**src/rtl/maverickOne_pkg.sv**
```systemverilog
// Shared core-wide types and constants for the maverickOne pipeline.
// Holds the register lock bitmap type shared by the launcher and the writeback arbiter.
package maverickOne_pkg;

   localparam int NUM_REGS     = 32;
   localparam int XLEN         = 64;
   localparam int RIDX_W       = $clog2(NUM_REGS);
   localparam int NUM_WB_PORTS = 4;

   typedef logic [NUM_REGS-1:0] locks_t;

   typedef struct packed {
      logic [RIDX_W-1:0] rd;
      logic [XLEN-1:0]   data;
   } wb_req_t;

   // Register 0 is hardwired to zero: it is never locked and never written.
   function automatic logic is_x0(input logic [RIDX_W-1:0] rd);
      return (rd == '0);
   endfunction

endpackage

```
**src/rtl/rr_arbiter.sv**
```systemverilog
// Generic N-way round-robin arbiter: combinational one-hot grant searched from a
// rotating pointer, pointer advances past the winner when advance_i is high.
module rr_arbiter #(
   parameter int N     = 4,
   parameter int IDX_W = (N > 1) ? $clog2(N) : 1
) (
   input  logic             clk_i,
   input  logic             arst_i,
   input  logic             clear_i,
   input  logic [N-1:0]     req_i,
   input  logic             advance_i,
   output logic [N-1:0]     gnt_o,
   output logic [IDX_W-1:0] gnt_idx_o
);

   localparam logic [IDX_W-1:0] LAST = IDX_W'(N - 1);

   logic [IDX_W-1:0] ptr_p0;
   logic [IDX_W-1:0] cand;
   logic             found;

   function automatic logic [IDX_W-1:0] wrap_inc(input logic [IDX_W-1:0] i);
      return (i == LAST) ? '0 : i + IDX_W'(1);
   endfunction

   always_comb begin
      gnt_o     = '0;
      gnt_idx_o = '0;
      found     = 1'b0;
      cand      = ptr_p0;
      for (int k = 0; k < N; k++) begin
         if (!found && req_i[cand]) begin
            found        = 1'b1;
            gnt_o[cand]  = 1'b1;
            gnt_idx_o    = cand;
         end
         cand = wrap_inc(cand);
      end
   end

   // pointer stage: next search begins just after the most recent winner
   always_ff @(posedge clk_i or posedge arst_i) begin
      if (arst_i) begin
         ptr_p0 <= '0;
      end else if (clear_i) begin
         ptr_p0 <= '0;
      end else if (advance_i) begin
         ptr_p0 <= wrap_inc(gnt_idx_o);
      end
   end

endmodule

```
**src/rtl/wb_arbiter.sv**
```systemverilog
// Writeback arbiter: round-robin access to the single regfile write port, plus the
// register lock scoreboard that the instruction launcher consults before issue.
module wb_arbiter
   import maverickOne_pkg::*;
#(
   parameter int NUM_REQ  = NUM_WB_PORTS,
   parameter int XLEN     = 64,
   parameter int NUM_REGS = maverickOne_pkg::NUM_REGS,
   parameter int RIDX_W   = $clog2(NUM_REGS)
) (
   input  logic                           clk_i,
   input  logic                           arst_i,
   input  logic                           clear_i,
   input  logic [NUM_REQ-1:0]             req_valid_i,
   input  logic [NUM_REQ-1:0][RIDX_W-1:0] req_rd_i,
   input  logic [NUM_REQ-1:0][XLEN-1:0]   req_data_i,
   output logic [NUM_REQ-1:0]             req_ready_o,
   input  logic                           lock_set_valid_i,
   input  logic [RIDX_W-1:0]              lock_set_rd_i,
   output logic [NUM_REGS-1:0]            locks_o,
   output logic                           wr_en_o,
   output logic [RIDX_W-1:0]              wr_addr_o,
   output logic [XLEN-1:0]                wr_data_o,
   output logic                           err_o
);

   localparam int IDX_W = (NUM_REQ > 1) ? $clog2(NUM_REQ) : 1;

   logic [NUM_REQ-1:0]  arb_req;
   logic [NUM_REQ-1:0]  gnt;
   logic [IDX_W-1:0]    gnt_idx;
   logic                granted;
   logic [RIDX_W-1:0]   sel_rd;
   logic [XLEN-1:0]     sel_data;
   logic                wb_hit;
   logic                set_hit;
   logic                waw_err;
   logic                stale_err;
   logic [NUM_REGS-1:0] locks_nxt;

   logic                wr_en_p1;
   logic [RIDX_W-1:0]   wr_addr_p1;
   logic [XLEN-1:0]     wr_data_p1;
   logic [NUM_REGS-1:0] locks_p1;
   logic                err_p1;

   // No grant may be offered while flushing or held in reset.
   assign arb_req = (clear_i || arst_i) ? '0 : req_valid_i;

   rr_arbiter #(
      .N     (NUM_REQ),
      .IDX_W (IDX_W)
   ) u_rr (
      .clk_i     (clk_i),
      .arst_i    (arst_i),
      .clear_i   (clear_i),
      .req_i     (arb_req),
      .advance_i (granted),
      .gnt_o     (gnt),
      .gnt_idx_o (gnt_idx)
   );

   assign req_ready_o = gnt;
   assign granted     = |gnt;
   assign sel_rd      = req_rd_i[gnt_idx];
   assign sel_data    = req_data_i[gnt_idx];
   assign wb_hit      = granted && (sel_rd != '0);
   assign set_hit     = lock_set_valid_i && (lock_set_rd_i != '0);

   // A set on a register that is being released in the same cycle is a legal
   // hand-over to the new producer, not a WAW hazard.
   assign waw_err   = set_hit && locks_p1[lock_set_rd_i] &&
                      !(wb_hit && (sel_rd == lock_set_rd_i));
   assign stale_err = wb_hit && !locks_p1[sel_rd];

   always_comb begin
      locks_nxt = locks_p1;
      if (wb_hit) begin
         locks_nxt[sel_rd] = 1'b0;
      end
      if (set_hit) begin
         locks_nxt[lock_set_rd_i] = 1'b1;
      end
      locks_nxt[0] = 1'b0;
   end

   // write-port stage: grant registered into the regfile write and the lock bitmap
   always_ff @(posedge clk_i or posedge arst_i) begin
      if (arst_i) begin
         wr_en_p1   <= 1'b0;
         wr_addr_p1 <= '0;
         wr_data_p1 <= '0;
         locks_p1   <= '0;
         err_p1     <= 1'b0;
      end else if (clear_i) begin
         wr_en_p1   <= 1'b0;
         locks_p1   <= '0;
         err_p1     <= 1'b0;
      end else begin
         wr_en_p1 <= wb_hit;
         if (granted) begin
            wr_addr_p1 <= sel_rd;
            wr_data_p1 <= sel_data;
         end
         locks_p1 <= locks_nxt;
         err_p1   <= err_p1 | waw_err | stale_err;
      end
   end

   assign wr_en_o   = wr_en_p1;
   assign wr_addr_o = wr_addr_p1;
   assign wr_data_o = wr_data_p1;
   assign locks_o   = locks_p1;
   assign err_o     = err_p1;

endmodule

```
**config.mk**
```make
export PLATFORM = sky130hd
export DESIGN_NAME = wb_arbiter
export DESIGN_NICKNAME = d
export VERILOG_FILES = /design/src/rtl/maverickOne_pkg.sv /design/src/rtl/rr_arbiter.sv /design/src/rtl/wb_arbiter.sv
export SDC_FILE = /design/constraint.sdc
export NUM_CORES = 1
export LEC_CHECK = 0
export CAP_MARGIN = 20
export CORE_AREA = 2 2 152 154
export DETAILED_ROUTE_END_ITERATION = 10
export DIE_AREA = 0 0 154 156
export HOLD_SLACK_MARGIN = 0.12
export PLACE_DENSITY = 0.83
export SYNTH_ARGS = -nofsm -noshare
export SYNTH_HDL_FRONTEND = slang
export SYNTH_SLANG_ARGS = --single-unit
```
**constraint.sdc**
```tcl
create_clock -name clk_i -period 5.15 [get_ports clk_i]
set_clock_uncertainty 0.15 [all_clocks]
set_input_delay 0.7725 -clock clk_i [delete_from_list [all_inputs] [get_ports clk_i]]
set_output_delay 0.7725 -clock clk_i [all_outputs]
set_load 0.02 [all_outputs]
```
======== Yosys cells after proc, flatten, opt, wreduce, memory -nomap -nowiden ========
Cells that the tools add are included.
storage, ports and cells
  logic and storage cells ................. 114
  bits in registers ....................... 105
  input bits .............................. 289
  output and inout bits ................... 107
operators by class
  mux-type cells .......................... 51
  reductions and logical operators ........ 26
  $add $sub $neg .......................... 4
  $lt $le $gt $ge ......................... 13
  bitwise operators ....................... 9
  equal/unequal tests ..................... 5
operator list
  cell                                                                   number
  64-bit binary-select mux with 2-bit select                             1
  32-bit two-way mux                                                     3
  64-bit two-way mux                                                     1
  32-bit bitwise AND                                                     1
  32-bit inverter                                                        1
  32-bit bitwise OR                                                      1
  2-bit two-way mux                                                      10
  4-bit two-way mux                                                      5
  1-bit two-way mux                                                      17
  1-bit logical AND                                                      15
  2-bit by 3-bit < comparator with 1-bit output, second input constant   5
  5-bit by 6-bit < comparator with 1-bit output, second input constant   2
  4-bit bitwise OR                                                       3
  1-bit binary-select mux with 5-bit select                              2
  5-bit binary-select mux with 2-bit select                              1
  1-bit demux with 5-bit select                                          2
  5-bit by 1-bit >= comparator with 1-bit output, second input constant  2
  5-bit nonzero test                                                     2
  2-bit by 1-bit adder with 2-bit output, second input constant          4
  1-bit binary-select mux with 2-bit select                              4
  1-bit demux with 2-bit select                                          4
  2-bit equality test, second input constant                             4
  2-bit by 1-bit >= comparator with 1-bit output, second input constant  4
  5-bit equality test                                                    1
  8 further kinds                                                        13

======== Logic depth before layout (Yosys ltp) ========
Gate-level depths: netlist (run 1).
  depth in word-level cells ............... 26
  mapped depth ............................ 16
  mapped depth without buffers ............ 13

======== By module ========
Synthesis (run 1) repeated with hierarchy kept, for this count alone.
unflattened totals
  cell total of the unflattened synthesis .. 566
  area, all modules ....................... 7011.7 um^2
modules (own cells, without submodules)
  module      cells each  sequential area each (um^2)  area an instance (um^2)  times used
  wb_arbiter  497         2552.4                       6429.9                   1
  rr_arbiter  69          50.0                         581.8                    1

======== Least setup slack after synthesis (run 1) ========
No wires, ideal clock.
  kind .................................... in2reg
  from .................................... in req_valid_i[2]
  to ...................................... reg locks_p1[15] (netlist: locks_o[15])
  data required time ...................... 4.864 ns
  data arrival time ....................... 3.470 ns
  setup time .............................. 0.136 ns
  setup slack ............................. 1.394 ns
  buffers on the path ..................... 3
  cell stages on the path ................. 13
  cells stage by stage .................... clkbuf_1 > nor4b_1 > a31oi_1 > o32a_1 > or4_1 > buf_2 > and2_1 > buf_6 > mux2_4 > or2_4 > or3_4 > o21ai_1 > a21oi_1
between the ends
  cells in the longest elaborated chain, start to end .. 25
  elaborated cells on any way between the ends .. 45
  classes of those cells .................. order compare (2); mux (27); bitwise (6); reduce/logical (10)
RTL lines
  element                                    RTL line           source
  from (decl)                                wb_arbiter.sv:14   input logic [NUM_REQ-1:0] req_valid_i,
  4-bit two-way mux *                        wb_arbiter.sv:48   assign arb_req = (clear_i || arst_i) ? '0 : req_valid_i;
  1-bit binary-select mux with 2-bit select  rr_arbiter.sv:32   if (!found && req_i[cand]) begin
  1-bit two-way mux (not written as such)    rr_arbiter.sv:32
  1-bit two-way mux                          rr_arbiter.sv:32
  1-bit zero test                            rr_arbiter.sv:32
  1-bit logical AND                          rr_arbiter.sv:32
  1-bit two-way mux                          rr_arbiter.sv:32
  1-bit zero test                            rr_arbiter.sv:32
  (+9 left out)                              --
  1-bit two-way mux (not written as such)    wb_arbiter.sv:79   locks_nxt[sel_rd] = 1'b0;
  1-bit demux with 5-bit select              wb_arbiter.sv:79
  32-bit inverter (no line)                  --
  32-bit bitwise AND (no line)               --
  32-bit two-way mux *                       wb_arbiter.sv:78   if (wb_hit) begin
  32-bit bitwise OR (no line)                --
  32-bit two-way mux *                       wb_arbiter.sv:81   if (set_hit) begin
  32-bit two-way mux *                       wb_arbiter.sv:95   end else if (clear_i) begin
  to (signal assigned)                       wb_arbiter.sv:105  locks_p1 <= locks_nxt;
  to (decl)                                  wb_arbiter.sv:44   logic [NUM_REGS-1:0] locks_p1;
Every way passes the cells marked *; elsewhere a longest branch is shown, timed or not. The select of a mux whose other input is x is not followed.
A chain may end at the register's enable or synchronous reset.

======== Worst setup path after layout (run 1) ========
  from .................................... reg u_rr.ptr_p0[1]
  to ...................................... reg err_p1 (netlist: err_o)
between the ends
  cells in the longest elaborated chain, start to end .. 22
  elaborated cells on any way between the ends .. 73
  classes of those cells .................. add/sub (3); order compare (8); eq/ne (4); mux (35); bitwise (5); reduce/logical (18)
RTL lines
  element                                                                                          RTL line           source
  from (decl)                                                                                      rr_arbiter.sv:18   logic [IDX_W-1:0] ptr_p0;
  from (signal assigned)                                                                           rr_arbiter.sv:48   ptr_p0 <= wrap_inc(gnt_idx_o);
  parallel branches: the longest is 20 deep, another holds 2-bit by 1-bit adder with 2-bit output  --
  1-bit bitwise OR *                                                                               wb_arbiter.sv:106  err_p1 <= err_p1 | waw_err | stale_err;
  1-bit two-way mux *                                                                              wb_arbiter.sv:95
  to (signal assigned)                                                                             wb_arbiter.sv:106
  to (decl)                                                                                        wb_arbiter.sv:45   logic err_p1;
Mark *: on every way between the ends. The select of a mux whose other input is x is not followed.

==> results of run 1 <==
[power by group]
group	switching, W	internal (W)
clock network	0.000368	0.000349
logic	0.00223	0.00145
registers	0.000166	0.00114
total	0.00276	0.00294
[flip-flops by register name, indices dropped and copies added, names as in the netlist]
| name | flops |
|---|---|
| err_o | 1 |
| locks_o | 31 |
| u_rr.ptr_p0 | 2 |
| wr_addr_o | 5 |
| wr_data_o | 64 |
| wr_en_o | 1 |
[worst max-delay path: cells and delay by family (launching register included)]
family                   cells  cell delay [ns]
AO/OA/AOI/OAI                6             1.51
multiplexers                 4             0.97
adder cells (fa/ha/maj)      1             0.59
flip-flops                   1             0.58
buffers and inverters        2             0.53
[stage by stage]
step / total power, W / instance area (um^2) / hold WS [ns] / utilization, %
6_report: 0.00570 / 12000 / 0.331 / 53.7
5_1_grt: 0.00616 / 12000 / 0.357 / 53.7
4_1_cts: 0.00576 / 12000 / 0.338 / 53.7
3_5_place_dp: 0.00502 / 11700 / 0.319 / 52.3
3_3_place_gp: 0.00496 / 11700 / 0.310 / 52.3
2_1_floorplan: 0.00357 / 7610 / 0.440 / -
[cell type report]
class,instances,area share [%]
clock buffer,9,1.87
clock inverter,7,0.718
inverter,20,0.666
multi-input combinational,892,38.1
sequential,104,21.7
tap,285,2.97
timing repair buffer,410,34.0
[path summary, 6_finish.rpt]
path	from	to	depth (start not counted)
max	u_rr.ptr_p0[1]	err_o	13
min reg2reg	wr_data_o[25]	wr_data_o[25]	2
max reg2reg	u_rr.ptr_p0[1]	err_o	13
min in group asynchronous	arst_i	locks_o[18]	2
min	wr_data_o[25]	wr_data_o[25]	2
max in group asynchronous	arst_i	wr_data_o[13]	3
[cell usage in the layout (no fill, tap or decap), types with 4 or more instances in the layout]
cell type        count
clkdlybuf4s50_1    394
nand2_1            251
nor2_1             214
o21ai_0            145
dfrtp_1            104
nand3_1             72
a21oi_1             34
mux2i_1             29
inv_1               18
o21ai_1             18
buf_4               14
clkbuf_16            9
ha_1                 8
mux2_2               7
o31ai_1              7
mux4_2               7
nor3b_1              6
a31oi_1              6
nand4_1              6
and3_1               5
a22oi_1              5
xnor2_1              5
or3_1                4
nand2b_1             4
o311ai_0             4
[cell families after synthesis]
logic type,share of synthesized area (%)
AND/OR/NAND/NOR,32.1
AO/OA/AOI/OAI,18.5
buffers and inverters,5.75
flip-flops,34.2
multiplexers,7.51
adder cells (fa/ha/maj),1.31
XOR/XNOR,0.575
other,0.0492
[per-layer routing]
metal  part of all wire [%]  global-route usage, %  vias up
met5                  0.043                      0        -
met4                    3.4                   9.39        2
met3                    9.5                   6.69       60
met2                     47                   40.2      457
met1                     40                   30.4     4091
li1                       -                      -     4383
==> results_dict.tcl, run 1 <==
set metrics [dict create \
    status "finished, final reports clean" \
    post-dp-hpwl_um 23000 \
    relSlewSlack_pct 39.9 \
    pre_cts_ws_ns 0.540 \
    cts_resized 0 \
    ff2ff_setup_slack_ns 0.71 \
    finalCriticalPeriod_ns 4.44 \
    crit_required_ns 5.26 \
    synth.most_common_cell "nand2_1" \
    ff_latch_area_um2 2600 \
    max-vdd-ir-drop_uv 259 \
    grt_max_degree 129 \
    hold_class "flop to flop" \
    fin_tns_setup_ns 0 \
    vias_per_cell 5.21 \
    synth_area_leaders "dfrtp_1 34%, nand2_1 12%, nor2_1 11%" \
    setup_viol 0 \
    pin_count 396 \
    post_cts_buffers 0 \
    cts_buffers 9 \
    antenna_found_initial 1 \
    place_inst 1711 \
    start_util_pct 34.0 \
    synth_edf_count 0 \
    clk_latency_ns 0.36 \
    synthCells 1103 \
    synth-main-ff-cell "dfrtp_1" \
    crit_chain "inv_1 -> ha_1 -> mux2i_1 -> mux2i_1 -> o21ai_2 -> a21oi_4 -> buf_4 -> a31o_2 -> o22a_1 -> mux2i_1 -> mux2i_1 -> a22o_1 -> o41ai_2" \
    final_cell_count_no_fill 1727 \
    synth_seq_area_share_pct 34.2 \
    cts_max_level 3 \
    n_antenna_cell 0 \
    die_width_um 154 \
    p_leak_nw 5.02 \
    cts-root-buf "clkbuf_16" \
    dieArea_um2 24000 \
    cp_slowest_cell "ha_1" \
    synth_top_area_share_pct 34.2 \
    wl_um 30100 \
    io_buffers 394 \
    fin_nets 1734 \
    worst_setup_path_end_kind "flop" \
    drv_slew 0 \
    vias 8993 \
    area_delta_synth_final_pct 57.8 \
    multi_input_area_um2 4580 \
    clk_path_buf_depth 2 \
    wl_per_cell_um 17.5 \
    clock-sinks 104 \
    cts_tree "built" \
    yosysTopAreaCell "dfrtp_1" \
    grt_pass1_wl_um 46500 \
    worst-path-max-fanout 34 \
    synth.distinct_cells 66 \
    gp_congestion 0.947 \
    max_freq_mhz 225 \
    drcViolationCount 0 \
    arrival_ns 4.55 \
    drive_above_1_share_pct 4.44 \
    worst_slack_ns 0.712 \
    grt_usage_pct 24.4 \
    drt_iter0_drc 621 \
    tightest_slew_ns 0.899 \
    start_kind "flop" \
    die_h_um 156 \
    min_period_over_period_pct 86.2 \
    hold_buffers 0 \
    ys_ff_latch 104 \
    rsz0062_at_grt "false" \
    async_reset_ff_share_pct 100 \
    firstDrtPassIters 5 \
    grt-ovfl-total 0 \
    grt_pass1_vias 8453 \
    cpMostUsedCell "mux2i_1" \
    antenna_left 0 \
    nFillCells 2097 \
    syn_area_um2 7610 \
    hold_violations 0 \
    synth.net_count 1400 \
    yosys_warnings 0 \
    avgSynthCellArea_um2 6.90 \
    yosys-top-cells-count "251 x nand2_1, 214 x nor2_1, 145 x o21ai_0" \
    clk_pin_slew_ns 0.09 \
    core-area_um2 22400 \
    p_per_area_nw_per_um2 474 \
    crit_path_max_incr_delay_ns 0.59 \
    crit_type "flop to flop" \
    max_cap_viol_count 0 \
    rows 55 \
]
Note: power is estimated with default switching activity, not from simulation.
==> run 2, diff against run 1 <==
--- a/config.mk
+++ b/config.mk
@@ -7,10 +7,11 @@
 export LEC_CHECK = 0
 export CAP_MARGIN = 20
 export CORE_AREA = 2 2 152 154
+export CTS_CLUSTER_DIAMETER = 120
 export DETAILED_ROUTE_END_ITERATION = 10
 export DIE_AREA = 0 0 154 156
 export HOLD_SLACK_MARGIN = 0.12
-export PLACE_DENSITY = 0.83
+export PLACE_DENSITY = 0.71
 export SYNTH_ARGS = -nofsm -noshare
 export SYNTH_HDL_FRONTEND = slang
 export SYNTH_SLANG_ARGS = --single-unit
==> results_dict.tcl, run 2 (synthesized netlist as in run 1, its figures left out) <==
set metrics [dict create \
    cts-root-buf "clkbuf_16" \
    drcViolationCount 0 \
    rsz0062_at_grt "false" \
    die_h_um 156 \
    p_per_area_nw_per_um2 472 \
    path_buf_inv 2 \
    status "finished, final reports clean" \
    largest_reg_flops 64 \
    cts_max_level 3 \
    hold_buffers 0 \
    nFillCells 2176 \
    tightest_slew_ns 0.851 \
    antenna_found_initial 2 \
    cts_tree "built" \
    clk_path_buf_depth 2 \
    crit_family "multiplexers" \
    max_cap_viol_count 0 \
    crit_required_ns 5.22 \
    clock-sinks 104 \
    min_period_over_period_pct 92.2 \
    cts_buffers 9 \
    post-dp-hpwl_um 23900 \
    grt-ovfl-total 0 \
    area_delta_synth_final_pct 57.7 \
    fin_tns_setup_ns 0 \
    hold_class "flop to flop" \
    drv_slew 0 \
    cpMostUsedCell "mux2i_1" \
    hold_violations 0 \
    finalCriticalPeriod_ns 4.75 \
    max-vdd-ir-drop_uv 240 \
    wl_um 30800 \
    vias_per_cell 5.16 \
    internal-power_w 0.00293 \
    firstDrtPassIters 5 \
    cts_resized 0 \
    final_common_cell "clkdlybuf4s50_1" \
    combPwrFrac_pct 65.2 \
    dieArea_um2 24000 \
    clk_latency_ns 0.35 \
    io_buffers 394 \
    crit_type "flop to flop" \
    clk_pin_slew_ns 0.07 \
    grt_usage_pct 24.8 \
    holdWs_ns 0.329 \
    rows 55 \
    arrival_ns 4.82 \
    setup_viol 0 \
    vias 8917 \
    wl_per_cell_um 17.8 \
    pwr-share-clk_pct 11.6 \
    gp_congestion 0.939 \
    start_util_pct 34.0 \
    switchingPower_w 0.00274 \
    grt_pass1_vias 8440 \
    worst_setup_path_end_kind "flop" \
    swShare_pct 48.3 \
    worst-path-max-fanout 14 \
    drt_iter0_drc 591 \
    crit_chain "inv_1 -> ha_1 -> mux2i_1 -> mux2i_1 -> o21ai_2 -> a21oi_4 -> inv_1 -> mux2i_1 -> mux2i_1 -> or3_1 -> or2_1 -> o21ai_1 -> a21oi_1" \
    p_seq_share_pct 23.2 \
    max_freq_mhz 211 \
    grt_max_degree 110 \
    fin_nets 1736 \
    most-common-layout-cells "394 x clkdlybuf4s50_1, 251 x nand2_1, 214 x nor2_1, 145 x o21ai_0, 104 x dfrtp_1" \
    cp_slowest_cell "dfrtp_1" \
    post_cts_buffers 0 \
    grt_pass1_wl_um 46800 \
    relSlewSlack_pct 43.1 \
    core-area_um2 22400 \
    p_leak_nw 5.01 \
    antenna_left 0 \
    drive_above_1_share_pct 4.44 \
    start_kind "flop" \
    pin_count 396 \
    crit_path_max_incr_delay_ns 0.64 \
    die_width_um 154 \
]
run 2: cell types whose count changed in the layout (fill, tap and decap cells not counted):
cell / change
buf_12: +1
clkinv_8: -3
clkinv_4: -2
diode_2: +2
buf_4: +1
inv_6: +2
clkinvlp_4: +2
inv_8: -1
run 2: area by class of cell:
type / instances / area [um^2] / area share [%]
Tap cell: 285 / 357 / 2.97
Sequential cell: 104 / 2600 / 21.7
Multi-Input combinational cell: 892 / 4580 / 38.1
Inverter: 20 / 80.1 / 0.667
Clock inverter: 5 / 41.3 / 0.344
Clock buffer: 9 / 225 / 1.88
Antenna cell: 2 / 5.00 / 0.0417
Timing Repair Buffer: 412 / 4120 / 34.3
run 2: worst register-to-register path, stage by stage, from the launching register on:
cell	delay [ns]
dfrtp_1	0.64
inv_1	0.21
ha_1	0.63
mux2i_1	0.41
mux2i_1	0.25
o21ai_2	0.30
a21oi_4	0.05
inv_1	0.27
mux2i_1	0.42
mux2i_1	0.25
or3_1	0.51
or2_1	0.32
o21ai_1	0.16
a21oi_1	0.09
run 2: metal layers:
layer	track usage [%]	vias to the layer above	part of all wire (%)
li1	-	4378	-
met5	0	-	0
met2	41.3	455	48
met1	31.6	4004	40
met4	10.8	0	4.0
met3	4.78	80	7.9
run 2: final timing paths:
check | end | depth (start not counted) | slack (ns) | start
worst max register to register | locks_o[20] | 13 | 0.40 | u_rr.ptr_p0[0]
worst max-delay path | locks_o[20] | 13 | 0.40 | u_rr.ptr_p0[0]
max in group asynchronous | wr_data_o[15] | 3 | 3.18 | arst_i
worst min-delay path | wr_addr_o[4] | 1 | 0.33 | wr_addr_o[4]
worst min register to register | wr_addr_o[4] | 1 | 0.33 | wr_addr_o[4]
min in group asynchronous | wr_data_o[37] | 2 | 0.78 | arst_i
run 2: power by group through the flow:
stage	clock network [W]	registers, W	logic, W
6_report	0.000659	0.00131	0.00369
5_1_grt	0.000706	0.00136	0.00405
4_1_cts	0.000676	0.00131	0.00371
3_5_place_dp	0	0.00133	0.00371
3_3_place_gp	0	0.00132	0.00368
2_1_floorplan	0	0.00164	0.00193
run 2: stage by stage:
stage | cell area (um^2) | power (W) | setup slack (ns) | cells | utilization, %
3_3_place_gp | 11700 | 0.00500 | 0.491 | 1713 | 52.5
5_1_grt | 12000 | 0.00611 | 0.101 | 1729 | 53.7
4_1_cts | 12000 | 0.00570 | 0.462 | 1727 | 53.7
3_5_place_dp | 11700 | 0.00504 | 0.477 | 1713 | 52.5
6_report | 12000 | 0.00566 | 0.402 | 1729 | 53.7
2_1_floorplan | 7610 | 0.00357 | 1.39 | 1103 | -
==> run 3, diff against run 2 <==
--- a/config.mk
+++ b/config.mk
@@ -7,6 +7,7 @@
 export LEC_CHECK = 0
 export CAP_MARGIN = 20
 export CORE_AREA = 2 2 152 154
+export CTS_BUF_LIST = sky130_fd_sc_hd__clkbuf_2
 export CTS_CLUSTER_DIAMETER = 120
 export DETAILED_ROUTE_END_ITERATION = 10
 export DIE_AREA = 0 0 154 156
==> results_dict.tcl, run 3 (synthesized netlist as in run 1, its figures left out) <==
set metrics [dict create \
    relSlewSlack_pct 43.4 \
    drive_above_1_share_pct 4.51 \
    ff2ff_setup_slack_ns 0.54 \
    arrival_ns 3.87 \
    io_buffers 394 \
    grt_usage_pct 24.8 \
    drv_slew 0 \
    wl_um 30800 \
    reg2reg_from "u_rr.ptr_p0[1]" \
    worst-path-max-fanout 13 \
    grt_pass1_vias 8426 \
    firstDrtPassIters 5 \
    clk_pin_slew_ns 0.25 \
    setup_viol 0 \
    fin_nets 1736 \
    antenna_left 0 \
    min_from "wr_addr_o[4]" \
    tightest_slew_ns 0.846 \
    min_period_over_period_pct 93.0 \
    wl_per_cell_um 17.8 \
    post-dp-hpwl_um 23900 \
    utilization_pct 52.9 \
    start_kind "flop" \
    final_common_cell "clkdlybuf4s50_1" \
    finalCriticalPeriod_ns 4.79 \
    clock-sinks 104 \
    hold_violations 0 \
    fin_tns_setup_ns 0 \
    start_util_pct 34.0 \
    antenna_found_initial 3 \
    rsz0062_at_grt "false" \
    clk_path_buf_depth 2 \
    post_cts_buffers 0 \
    core-area_um2 22400 \
    pin_count 396 \
    cts-root-buf "clkbuf_2" \
    crit_required_ns 4.23 \
    dieArea_um2 24000 \
    grt_pass1_wl_um 46800 \
    p_leak_nw 4.94 \
    area_delta_synth_final_pct 55.4 \
    hold_end "wr_addr_o[4]" \
    drcViolationCount 0 \
    grt_max_degree 110 \
    rows 55 \
    max_freq_mhz 209 \
    reg2regPathDepth 13 \
    cts_tree "built" \
    max_cap_viol_count 0 \
    cts_buffers 9 \
    die_h_um 156 \
    clk_latency_ns 0.62 \
    hold_class "flop to flop" \
    most-common-layout-cells "394 x clkdlybuf4s50_1, 251 x nand2_1, 214 x nor2_1, 145 x o21ai_0, 103 x dfrtp_1" \
    min_path_cells 1 \
    vias_per_cell 5.15 \
    gp_congestion 0.939 \
    max-vdd-ir-drop_uv 240 \
    worstReg2RegEnd "locks_o[20]" \
    drt_iter0_drc 605 \
    die_width_um 154 \
    largest_reg_flops 64 \
    worst_setup_path_end_kind "output pin" \
    grt-ovfl-total 0 \
    status "finished, final reports clean" \
    cts_max_level 3 \
    p_per_area_nw_per_um2 454 \
    holdWs_ns 0.364 \
    vias 8918 \
    crit_type "flop to output pin" \
]
[run 3: cell type report]
class,count,area [um^2]
fillers,2191,10500
multi-input cells,892,4580
repair buffers,412,4120
flip-flops and latches,104,2600
well taps,285,357
inverters,20,80.1
clock buffers,9,45.0
clock inverters,5,41.3
diodes,3,7.51
[run 3: repair_timing]
action	CTS	global route
hold endpoints to repair	0	0
hold buffers	0	0
endpoints found under the setup margin	0	4
resized for setup	0	1
[run 3: where the power goes]
part / leakage, nW / internal [W] / switching, W
sequential: 1.33 / 0.00113 / 0.000175
combinational: 3.56 / 0.00146 / 0.00223
clock: 0.0513 / 0.0000636 / 0.000300
total: 4.94 / 0.00266 / 0.00271
[run 3: metal layers]
metal | GRT usage (%) | vias up | routed length, um
li1 | - | 4379 | -
met4 | 10.4 | 0 | 1200
met5 | 0 | - | 0
met2 | 41.3 | 424 | 14600
met1 | 31.5 | 4045 | 12500
met3 | 5.19 | 70 | 2460
[run 3: worst max path at each step]
stage	from	end	slack (ns)	depth (start not counted)
after CTS	u_rr.ptr_p0[0]	req_ready_o[3]	0.20	9
after global routing	u_rr.ptr_p0[1]	req_ready_o[3]	0.06	9
after detailed placement	u_rr.ptr_p0[0]	locks_o[20]	0.48	13
after global placement	u_rr.ptr_p0[0]	err_o	0.49	14
final	u_rr.ptr_p0[1]	req_ready_o[3]	0.36	9
after floorplan	req_valid_i[2]	locks_o[15]	1.39	13
[run 3: metrics by stage]
stage / setup WS, ns / area [um^2] / total power (W) / cells
3_3_place_gp: 0.491 / 11700 / 0.00500 / 1713
5_1_grt: 0.0586 / 11800 / 0.00581 / 1730
3_5_place_dp: 0.477 / 11700 / 0.00504 / 1713
2_1_floorplan: 1.39 / 7610 / 0.00357 / 1103
4_1_cts: 0.203 / 11800 / 0.00541 / 1727
6_report: 0.358 / 11800 / 0.00537 / 1730
[run 3: worst max-delay path: stages (launching register included)]
cell and delay [ns]:
dfrtp_1 0.64, inv_1 0.17, ha_1 0.61, mux2i_1 0.40, mux2i_1 0.25, nand3_1 0.14
o311ai_0 0.15, o21ai_0 0.30, inv_1 0.07, clkdlybuf4s50_1 0.55
